**src/rtl/sram_req_arbiter.sv**
```systemverilog
// sram_req_arbiter
//   Arbitrates NUM_REQ request ports onto one single-port SRAM. The search is
//   round-robin, and an owner can hold the SRAM for a burst of up to MAX_BURST
//   consecutive grants. Read data returns on a shared bus, tagged by a one-hot
//   rsp_valid.
//
// Ports
//   clk, rst                      clock; synchronous active-high reset
//   req_valid/req_ready           per-requester handshake (req_ready one-hot or zero)
//   req_we, req_addr, req_wdata   per-requester command, packed by slice
//   rsp_valid, rsp_rdata          one-hot read response, 2 cycles after handshake
//   mem_en/we/addr/wdata          registered SRAM command
//   mem_rdata                     SRAM read data, valid the cycle after mem_en
//   perf_conflict_cnt             cycles with >=2 requesters valid
//
// Build option
//   SRAM_ARB_PERF_EN : when defined, builds the saturating contention counter.
//                      Otherwise perf_conflict_cnt is tied to zero.
module sram_req_arbiter #(
  parameter int NUM_REQ    = 4,
  parameter int DATA_WIDTH = 128,
  parameter int DEPTH      = 2048,
  parameter int ADDR_WIDTH = $clog2(DEPTH),
  parameter int MAX_BURST  = 4
) (
  input  logic                          clk,
  input  logic                          rst,
  input  logic [NUM_REQ-1:0]            req_valid,
  output logic [NUM_REQ-1:0]            req_ready,
  input  logic [NUM_REQ-1:0]            req_we,
  input  logic [NUM_REQ*ADDR_WIDTH-1:0] req_addr,
  input  logic [NUM_REQ*DATA_WIDTH-1:0] req_wdata,
  output logic [NUM_REQ-1:0]            rsp_valid,
  output logic [DATA_WIDTH-1:0]         rsp_rdata,
  output logic                          mem_en,
  output logic                          mem_we,
  output logic [ADDR_WIDTH-1:0]         mem_addr,
  output logic [DATA_WIDTH-1:0]         mem_wdata,
  input  logic [DATA_WIDTH-1:0]         mem_rdata,
  output logic [31:0]                   perf_conflict_cnt
);

  localparam int IDX_W = (NUM_REQ > 1) ? $clog2(NUM_REQ) : 1;
  localparam int CNT_W = $clog2(MAX_BURST + 1);

  typedef enum logic {IDLE, BURST} state_e;

  state_e             state_q, state_d;
  logic [IDX_W-1:0]   owner_q, owner_d;
  logic [IDX_W-1:0]   rr_ptr_q, rr_ptr_d;
  logic [CNT_W-1:0]   burst_cnt_q, burst_cnt_d;

  logic               found;
  logic [IDX_W-1:0]   search_idx;
  logic               cont;
  logic               gnt_valid;
  logic [IDX_W-1:0]   gnt_idx;

  logic [ADDR_WIDTH-1:0] sel_addr;
  logic [DATA_WIDTH-1:0] sel_wdata;
  logic                  sel_we;

  logic                  mem_en_q, mem_we_q;
  logic [ADDR_WIDTH-1:0] mem_addr_q;
  logic [DATA_WIDTH-1:0] mem_wdata_q;
  logic [NUM_REQ-1:0]    rd_pend_q, rsp_valid_q;

  // Round-robin search starting at rr_ptr. Because rr_ptr and the offset are
  // both below NUM_REQ, one conditional subtract is enough for the wrap.
  always_comb begin
    logic [IDX_W:0] sum;
    found      = 1'b0;
    search_idx = '0;
    sum        = '0;
    for (int unsigned k = 0; k < NUM_REQ; k++) begin
      sum = {1'b0, rr_ptr_q} + (IDX_W+1)'(k);
      if (sum >= (IDX_W+1)'(NUM_REQ)) sum = sum - (IDX_W+1)'(NUM_REQ);
      if (!found && req_valid[sum[IDX_W-1:0]]) begin
        found      = 1'b1;
        search_idx = sum[IDX_W-1:0];
      end
    end
  end

  // The current owner keeps the port while it stays valid and has burst budget left.
  assign cont = (state_q == BURST) && req_valid[owner_q] &&
                (burst_cnt_q < CNT_W'(MAX_BURST));

  // FSM: state register
  always_ff @(posedge clk) begin
    if (rst) begin
      state_q     <= IDLE;
      owner_q     <= '0;
      rr_ptr_q    <= '0;
      burst_cnt_q <= '0;
    end else begin
      state_q     <= state_d;
      owner_q     <= owner_d;
      rr_ptr_q    <= rr_ptr_d;
      burst_cnt_q <= burst_cnt_d;
    end
  end

  // FSM: next state. An exhausted or dropped burst re-arbitrates in the same cycle.
  always_comb begin
    state_d     = state_q;
    owner_d     = owner_q;
    rr_ptr_d    = rr_ptr_q;
    burst_cnt_d = burst_cnt_q;
    if (cont) begin
      burst_cnt_d = burst_cnt_q + CNT_W'(1);
    end else if (found) begin
      owner_d     = search_idx;
      burst_cnt_d = CNT_W'(1);
      rr_ptr_d    = (search_idx == IDX_W'(NUM_REQ - 1)) ? '0 : search_idx + IDX_W'(1);
      state_d     = (MAX_BURST > 1) ? BURST : IDLE;
    end else begin
      state_d     = IDLE;
    end
  end

  // FSM: outputs (grant decode and selected command)
  always_comb begin
    gnt_valid = !rst && (cont || found);
    gnt_idx   = cont ? owner_q : search_idx;
    req_ready = '0;
    sel_addr  = '0;
    sel_wdata = '0;
    sel_we    = 1'b0;
    for (int unsigned k = 0; k < NUM_REQ; k++) begin
      if (gnt_idx == IDX_W'(k)) begin
        req_ready[k] = gnt_valid;
        sel_addr     = req_addr[k*ADDR_WIDTH +: ADDR_WIDTH];
        sel_wdata    = req_wdata[k*DATA_WIDTH +: DATA_WIDTH];
        sel_we       = req_we[k];
      end
    end
  end

  // SRAM command register plus a 2-stage read-response tag pipeline
  always_ff @(posedge clk) begin
    if (rst) begin
      mem_en_q    <= 1'b0;
      mem_we_q    <= 1'b0;
      mem_addr_q  <= '0;
      mem_wdata_q <= '0;
      rd_pend_q   <= '0;
      rsp_valid_q <= '0;
    end else begin
      mem_en_q    <= gnt_valid;
      mem_we_q    <= gnt_valid && sel_we;
      if (gnt_valid) begin
        mem_addr_q  <= sel_addr;
        mem_wdata_q <= sel_wdata;
      end
      rd_pend_q   <= (gnt_valid && !sel_we) ? req_ready : '0;
      rsp_valid_q <= rd_pend_q;
    end
  end

  assign mem_en    = mem_en_q;
  assign mem_we    = mem_we_q;
  assign mem_addr  = mem_addr_q;
  assign mem_wdata = mem_wdata_q;
  assign rsp_valid = rsp_valid_q;
  // The SRAM already registers its output, so read data passes straight
  // through. It is gated so the bus reads zero in idle cycles and during reset.
  assign rsp_rdata = (|rsp_valid_q) ? mem_rdata : '0;

`ifdef SRAM_ARB_PERF_EN
  logic [31:0] perf_q;
  logic        multi_valid;

  // Clearing the lowest set bit leaves a nonzero value only if >=2 bits were set.
  assign multi_valid = |(req_valid & (req_valid - NUM_REQ'(1)));

  always_ff @(posedge clk) begin
    if (rst)                              perf_q <= '0;
    else if (multi_valid && perf_q != '1) perf_q <= perf_q + 32'd1;
  end

  assign perf_conflict_cnt = perf_q;
`else
  assign perf_conflict_cnt = '0;
`endif

endmodule
```
**config.mk**
```make
export PLATFORM = sky130hd
export DESIGN_NAME = sram_req_arbiter
export DESIGN_NICKNAME = d
export VERILOG_FILES = /design/src/rtl/sram_req_arbiter.sv
export SDC_FILE = /design/constraint.sdc
export NUM_CORES = 1
export LEC_CHECK = 0
export ABC_AREA = 0
export CORE_AREA = 2 2 389 391
export CTS_CLUSTER_SIZE = 16
export DETAILED_ROUTE_END_ITERATION = 12
export DIE_AREA = 0 0 391 393
export DONT_BUFFER_PORTS = 1
export GPL_ROUTABILITY_DRIVEN = 0
export PLACE_DENSITY = 0.3
export SYNTH_ARGS = -nofsm -noshare
export SYNTH_HDL_FRONTEND = slang
export SYNTH_SLANG_ARGS = --single-unit
```
**constraint.sdc**
```tcl
create_clock -name clk -period 2.04 [get_ports clk]
set_input_delay 0.408 -clock clk [delete_from_list [all_inputs] [get_ports clk]]
set_output_delay 0.408 -clock clk [all_outputs]
set_load 0.005 [all_outputs]
```
==> Word level (Yosys, flattened, before mapping) <==
Index checks and enable logic that the tools add are counted.
W data, S select, Z words.
{ "op_classes": {"add_sub_neg": 9, "magnitude_cmp": 10, "n_eq_ne": 4, "n_mux": 44, "n_bitwise": 2, "reduce_logical": 19} }
{ "op_table": {"columns": ["cell", "count"], "rows": [
  ["$mux W128", 5],
  ["$mux W11", 4],
  ["$mux W2", 10],
  ["$mux W1", 18],
  ["$lt A2 B3 Y1 const B", 5],
  ["$bmux W1 S2", 5],
  ["$ge A3 B3 Y1 const B", 3],
  ["$logic_and A1 B1 Y1", 8],
  ["$sub A2 B1 Y2 const B", 4],
  ["$add A2 B2 Y3 const B", 2],
  ["$eq A2 B2 Y1 const B", 3],
  ["$mux W3", 2],
  ["$logic_not A1 Y1", 5],
  ["$reduce_or A4 Y1", 1],
  ["$add A2 B1 Y3 const B", 1],
  ["$add A3 B1 Y3 const B", 1],
  ["$ge A2 B3 Y1 const B", 1],
  ["$lt A3 B3 Y1 const B", 1],
  ["$add A2 B1 Y2 const B", 1],
  ["$eq A2 B1 Y1 const B", 1],
  ["$logic_not A2 Y1", 1],
  ["$not A1 Y1", 2],
  ["$reduce_and A2 Y1", 1],
  ["$reduce_bool A2 Y1", 1],
  ["2 further kinds", 2]
]} }
{ "word_totals": {"register_bits": 157, "input_bits": 694, "output_inout_bits": 309, "elab_cells": 98} }

==> Depth between registers and ports, before layout <==
Gate-level depths: netlist of run 1.
{ "logic_depth": {"ltp_word": 24, "mapped_depth": 10, "ltp_nobuf": 6} }

==> Worst setup path before layout of run 1 <==
Ideal clock, no wire load.
{ "synth_path": {"kind": "input port to output port", "start": "input port req_valid[1]", "end": "output port req_ready[2]", "arrival_ps": 1772, "required_ps": 1632, "path_slack_ps": -140, "cell_stages": 7, "n_path_buf": 2, "cell_sequence": "buf_4 > nor2_2 > nor4_2 > or2_4 > o32a_4 > buf_2 > nor2_1"} }
{ "synth_via": {"elab_chain_len": 15, "word_cells_on_any_way": 31, "classes_between": "eq/ne: 1; mux: 20; reduce/logical: 10"} }
{ "synth_lines": {"columns": ["element", "line", "source"], "rows": [
  ["from (decl)", "28", "input logic [NUM_REQ-1:0] req_valid,"],
  ["$bmux W1 S2", "78", "if (!found && req_valid[sum[IDX_W-1:0]]) begin"],
  ["$mux W1 (implied by the code)", "78", null],
  ["$mux W1", "78", null],
  ["$logic_not A1 Y1", "78", null],
  ["$logic_and A1 B1 Y1", "78", null],
  ["$mux W1", "78", null],
  ["$logic_not A1 Y1", "78", null],
  ["$logic_and A1 B1 Y1", "78", null],
  ["$mux W1", "78", null],
  ["$logic_not A1 Y1", "78", null],
  ["$logic_and A1 B1 Y1", "78", null],
  ["$mux W2 / $mux W1 (equally long branches)", "78", null],
  ["$mux W2 / $logic_or A1 B1 Y1 (equally long branches)", "125, 124", null],
  ["$eq A2 B2 Y1 / $logic_and A1 B1 Y1 (equally long branches)", "131, 124", null],
  ["$mux W1 *", "131", "if (gnt_idx == IDX_W'(k)) begin"],
  ["to (decl)", "29", "output logic [NUM_REQ-1:0] req_ready,"]
]} }
Mark *: on every way between the ends. The rest lies on a longest branch, timed or not. The select of a mux whose other input is x is not followed.

==> flow_summary.json, run 1 <==
{
  "synth_warnings": 0,
  "synth-seq-cells": 157,
  "ir_drop_uv": 614,
  "multi_input_area_um2": 9460,
  "vias": 11700,
  "worst_slew_pin_slew_ps": 625,
  "start_util": 0.0743,
  "root_buffer": "clkbuf_16",
  "clkLatencyLatePin_ps": 520,
  "slew_headroom": 0.582,
  "drtAntennaViolNets": 0,
  "antenna_found_initial": 30,
  "cts_htree_levels": 4,
  "cts_tree": "done",
  "cts.sinks": 157,
  "endpoint_kind": "primary output",
  "grt_usage": 0.124,
  "drt-initial-drc-count": 617,
  "path_class": "reg2out",
  "synth.top_cell.area_share": 0.283,
  "layout.nets": 2170,
  "synthCells": 1237,
  "gr-total-overflow": 0,
  "min_path_type": "in2reg",
  "drc": 0,
  "yosysTopAreaCell": "dfxtp_1",
  "worst_slack_ps": -485,
  "p_leak_nw": 6.82,
  "timing.fmax_mhz": 396,
  "cts.clk_slew.worst_paths_ps": 90,
  "wl_per_cell_um": 29.1,
  "status": "finished, violations left",
  "synthToLayoutAreaGrowth_pct": 82.5,
  "cts_buffers": 17,
  "syn_area_per_cell_um2": 8.97,
  "path_max_fanout": 3,
  "skew_ps": 20.1,
  "coreArea_um2": 149000,
  "setup_viol": 273,
  "place.port_buffers": 0,
  "slowest_stage": "o32a_4",
  "syn_area_um2": 11100,
  "fp.dieW_um": 391,
  "hold_viol": 0,
  "fillers": 16700,
  "worstPathCellList": "and2b_4 -> nor4b_4 -> or2_4 -> o32a_4 -> buf_16 -> nor2_4",
  "synth-seq-area-share": 0.283,
  "start_kind": "flop",
  "synth_area_leaders": "dfxtp_1 (28%), o221ai_2 (15%), mux2i_1 (12%), a22oi_1 (8.9%), nor2b_1 (7.6%)",
  "utilization": 0.136,
  "drive_gt1_frac": 0.491,
  "ys_types": 53,
  "critPathArrivalTime_ps": 2120,
  "hpwl_um": 79500,
  "max_stage_delay_ps": 420,
  "fp.dieH_um": 393,
  "num_rows": 142,
  "dieArea_um2": 154000,
  "clockBufferDepth": 2,
  "drv_cap": 0,
  "grt_pass1_wl_um": 122000,
  "first_pass_iters": 5,
  "grt_pass1_vias": 11500,
  "drt_wl_total_um": 100000,
  "fin_crit_sh": 1.24,
  "power_mw": 18.5,
  "grt_max_degree": 36,
  "avgViaCountPerCell": 3.38,
  "drv_slew": 0,
  "powerDensity_nw_per_um2": 916,
  "regArea_um2": 3160,
  "r2r_slack_ps": -470,
  "crit_required_ps": 1630,
  "rsz0062_at_grt": "yes",
  "io_pins": 1003,
  "fin_crit_ps": 2530,
  "violations": "setup timing"
}
flip-flops by register name (all words and copies together) (netlist names), named ones only:
name and cells:
mem_addr 11, rd_pend_q 4, state_q 1, rsp_valid 4
rr_ptr_q 1, mem_we 1, mem_en 1, mem_wdata 128
burst_cnt_q 3, owner_q 2
synthesized netlist by cell type, drive strengths merged:
cell type  count
a211oi        14
a21boi         1
a21o          11
a21oi        130
a221oi        12
a22o           2
a22oi        132
and2           2
and2b          1
and3           1
and3b          1
buf          118
clkbuf        44
conb           1
dfxtp        157
ha             1
inv            4
maj3           1
mux2           2
mux2i        129
mux4           1
nand2        136
nand2b         1
nand3         12
nor2          24
nor2b        136
nor3           4
nor3b          1
nor4           5
nor4b          1
o21a           1
o21ai         16
o21ba          1
o221ai       128
o32a           1
o32ai          1
or2            2
or4            1
xnor2          1
per-stage QoR:
step	cells	setup TNS, ps	setup WS, ps	cell area, um^2	hold WS, ps
after global routing	3444	-107150	-593	20200	34.7
after detailed placement	3289	-37210	-714	15000	424
after floorplan	1268	-4190	-48.4	11400	414
after global placement	3289	-34510	-601	15000	423
final	3447	-82380	-485	20200	92.1
after CTS	3404	-107370	-642	18700	4.55
final cells by class:
type                            instances  area share
Multi-Input combinational cell        945       0.467
Sequential cell                       157       0.156
Clock buffer                           19      0.0224
Timing Repair Buffer                  350       0.225
Antenna cell                           15     0.00185
Tap cell                             1944       0.120
Inverter                                4     0.00111
Clock inverter                         13     0.00649
metal layers:
layer  track usage  share of wire
met2         0.217           0.50
met3        0.0559           0.10
met4        0.0479          0.045
met1         0.128           0.35
met5             0         0.0018
power by group:
part,internal (mW),leakage (nW),total (mW),switching [mW]
clock,1.68,0.285,3.58,1.90
sequential,3.75,1.31,4.90,1.14
combinational,5.03,5.22,10.1,5.03
worst paths after layout:
path,from,end,cells past startpoint
worst max-delay path,flop,req_ready[2],6
worst min-delay path,req_wdata[77],mem_wdata[77],2
worst max register to register,flop,mem_addr[5],11
worst min register to register,rd_pend_q[2],rsp_valid[2],1
cell usage in the layout, fill, tap and decap left out, types with 51 or more instances in the layout:
cell type	n
buf_12	51
dfxtp_1	150
mux2i_1	125
o221ai_4	75
nand2_1	134
nor2b_4	115
buf_6	102
buf_4	132
o221ai_2	53
a21oi_1	129
a22oi_1	96
worst max-delay path: cells and delay by family, from the launching register on:
family	cells	cell delay [ps]
AOI/OAI and AO/OA	1	420
buffers and inverters	1	140
DFF	1	340
and+or+nand+nor	4	720
what timing repair did:
action                                  in CTS  in global routing
setup buffers                               55                 35
cloned                                      28                  8
resized for setup                          396                284
endpoints found under the setup margin     273                275
pin swaps                                   70                136
endpoints found under the hold margin       25                  0
hold buffers                                 4                  0
cells by family (layout without fill, tap and decap cells):
| logic type | count (synthesis) | after routing | share of synthesized area |
|---|---|---|---|
| xor gates and xnor gates | 1 | 1 | 0.000789 |
| other | 1 | 47 | 0.000338 |
| buffers and inverters | 166 | 386 | 0.0871 |
| AOI/OAI and AO/OA | 450 | 450 | 0.354 |
| DFF | 157 | 157 | 0.283 |
| muxes | 132 | 132 | 0.121 |
| adders and majority gates | 2 | 2 | 0.00203 |
| and+or+nand+nor | 328 | 328 | 0.152 |
Power figures use the tool's default switching activity.
==> run 2: changes to the inputs <==
--- a/config.mk
+++ b/config.mk
@@ -6,13 +6,14 @@
 export NUM_CORES = 1
 export LEC_CHECK = 0
 export ABC_AREA = 0
-export CORE_AREA = 2 2 389 391
+export CORE_AREA = 2 2 386 388
 export CTS_CLUSTER_SIZE = 16
 export DETAILED_ROUTE_END_ITERATION = 12
-export DIE_AREA = 0 0 391 393
+export DIE_AREA = 0 0 388 390
 export DONT_BUFFER_PORTS = 1
 export GPL_ROUTABILITY_DRIVEN = 0
 export PLACE_DENSITY = 0.3
+export SLEW_MARGIN = 30
 export SYNTH_ARGS = -nofsm -noshare
 export SYNTH_HDL_FRONTEND = slang
 export SYNTH_SLANG_ARGS = --single-unit
==> constraint.sdc (replaced) <==
create_clock -name clk -period 2.7 [get_ports clk]
set_input_delay 0.54 -clock clk [delete_from_list [all_inputs] [get_ports clk]]
set_output_delay 0.54 -clock clk [all_outputs]
set_load 0.005 [all_outputs]
==> run 2 against run 1 <==
Effect of this change: hold slack got worse by 7.3 ps; cell count decreased by 7.3%; largest power group unchanged; sequential power decreased by 25%; first-iteration DRC count increased by 10%; worst setup slack improved by 500 ps; combinational power decreased by 56%; total power decreased by 41%; register-to-register slack improved by 560 ps; highest routed layer unchanged; largest cell class unchanged; via count decreased by 8.6%; the flow now finishes without violations; clock-buffer cell count unchanged; sequential share of layout area increased by 5.8 points; die area decreased by 1.5%.
==> flow_summary.json, run 2 (synthesized netlist as in run 1, its figures left out) <==
{
  "drv_cap": 0,
  "power_mw": 10.9,
  "hold_viol": 0,
  "io_pins": 1003,
  "drt_wl_total_um": 89200,
  "powerDensity_nw_per_um2": 739,
  "min_path_type": "in2reg",
  "cts_tree": "done",
  "max_stage_delay_ps": 640,
  "seq_power_share": 0.338,
  "p_leak_nw": 4.36,
  "routed.top_layer": "met5",
  "layout.nets": 1922,
  "clkLatencyLatePin_ps": 550,
  "utilization": 0.100,
  "fin_crit_sh": 0.993,
  "cts.clk_slew.worst_paths_ps": 80,
  "coreArea_um2": 147000,
  "rsz0062_at_grt": "yes",
  "cts_htree_levels": 4,
  "grt_max_degree": 67,
  "fp.dieH_um": 390,
  "grt_pass1_wl_um": 110000,
  "timing.fmax_mhz": 373,
  "cts_buffers": 17,
  "vias": 10700,
  "path_class": "reg2out",
  "skew_ps": 33.4,
  "worstPathCellList": "nor4_4 -> buf_12 -> buf_16 -> nor2b_1",
  "drt-initial-drc-count": 680,
  "status": "finished, final reports clean",
  "fin_hold_ws_ps": 84.7,
  "grt_usage": 0.112,
  "first_pass_iters": 5,
  "cts.sinks": 157,
  "hpwl_um": 74800,
  "fin_crit_ps": 2680,
  "p_clk_frac": 0.250,
  "worst_slew_pin_slew_ps": 784,
  "switching_share": 0.443,
  "wl_met1_um": 31400,
  "critPathArrivalTime_ps": 2140,
  "crit_required_ps": 2160,
  "setup-tns-final_ps": 0,
  "num_rows": 141,
  "pwr-share-comb": 0.412,
  "start_kind": "flop",
  "grt_pass1_vias": 10400,
  "drtAntennaViolNets": 0,
  "worst_slack_ps": 19.3,
  "final_cell_mix": "dfxtp_1 (153), nand2_1 (134), a22oi_1 (131)",
  "largest_reg_flops": 128,
  "dr_wl_met3_um": 9120,
  "synthToLayoutAreaGrowth_pct": 32.8,
  "root_buffer": "clkbuf_16",
  "place.port_buffers": 0,
  "start_util": 0.0754,
  "clockBufferDepth": 2,
  "internal-power_mw": 6.07,
  "endpoint_kind": "primary output",
  "power.switching_mw": 4.83,
  "gr-total-overflow": 0,
  "fp.dieW_um": 388,
  "place_ws_ps": -7.24,
  "path_max_fanout": 53,
  "dr_wl_met2_um": 43900,
  "ir_drop_uv": 423,
  "avgViaCountPerCell": 3.33,
  "drive_gt1_frac": 0.239,
  "slew_headroom": 0.476,
  "wl_per_cell_um": 27.9,
  "drv_slew": 0,
  "antenna_found_initial": 46,
  "final_common_cell": "dfxtp_1",
  "slowest_stage": "nor2b_1",
  "setup_viol": 0,
  "drc": 0,
  "dieArea_um2": 151000
}
run 2: cell count changes in the layout (fill, tap and decap cells not counted), sizes merged:
cell / change
bufbuf: -1
clkinvlp: +3
dlygate4sd3: -2
bufinv: +2
clkinv: -2
inv: -3
buf: -239
clkbuf: -6
diode: +11
run 2: metal layers:
metal	global-route usage	up-vias
li1	-	4651
met1	0.113	5205
met2	0.192	672
met3	0.0507	114
met4	0.0621	14
met5	0	-
run 2: final timing paths:
path | start | end | slack [ps] | cells after the start
setup / recovery | rsp_valid[1] | rsp_rdata[80] | 20 | 4
hold / removal | rst | burst_cnt_q[1] | 80 | 1
setup reg to reg | owner_q[0] | mem_wdata[116] | 90 | 9
hold reg to reg | rd_pend_q[2] | rsp_valid[2] | 450 | 1
run 2: power groups by stage:
stage / clock network (mW) / logic [mW] / registers, mW
after global routing: 2.97 / 4.88 / 3.80
after detailed placement: 0 / 4.32 / 3.77
after CTS: 2.96 / 4.46 / 3.72
final: 2.72 / 4.49 / 3.69
after global placement: 0 / 4.30 / 3.78
after floorplan: 0 / 2.89 / 3.24
run 2: metrics by stage:
stage | instance area (um^2) | instances
CTS | 14500 | 3162
detailed placement | 13700 | 3120
floorplan | 11200 | 1268
global placement | 13700 | 3120
finish | 14700 | 3196
global route | 14700 | 3185
run 2: layout make-up:
type / instances / area, um^2
repair buffers: 102 / 1190
well taps: 1930 / 2410
clock inverters: 13 / 140
clock buffers: 19 / 453
flip-flops and latches: 157 / 3150
fillers: 17000 / 132000
multi-input cells: 945 / 7300
diodes: 26 / 65.1
inverters: 4 / 20.0
run 2: critical path: cells and delay by family, from the launching register on:
kind,cells,cell delay (ps)
and+or+nand+nor,2,730
buffers and inverters,2,360
DFF,1,460
run 2: what timing repair did:
action	CTS	global route
gates resized for setup	35	16
pin swaps	6	8
gates cloned	1	2
setup buffers	10	6
setup endpoints to repair	15	13
hold endpoints to repair	3	0
hold buffers	1	0
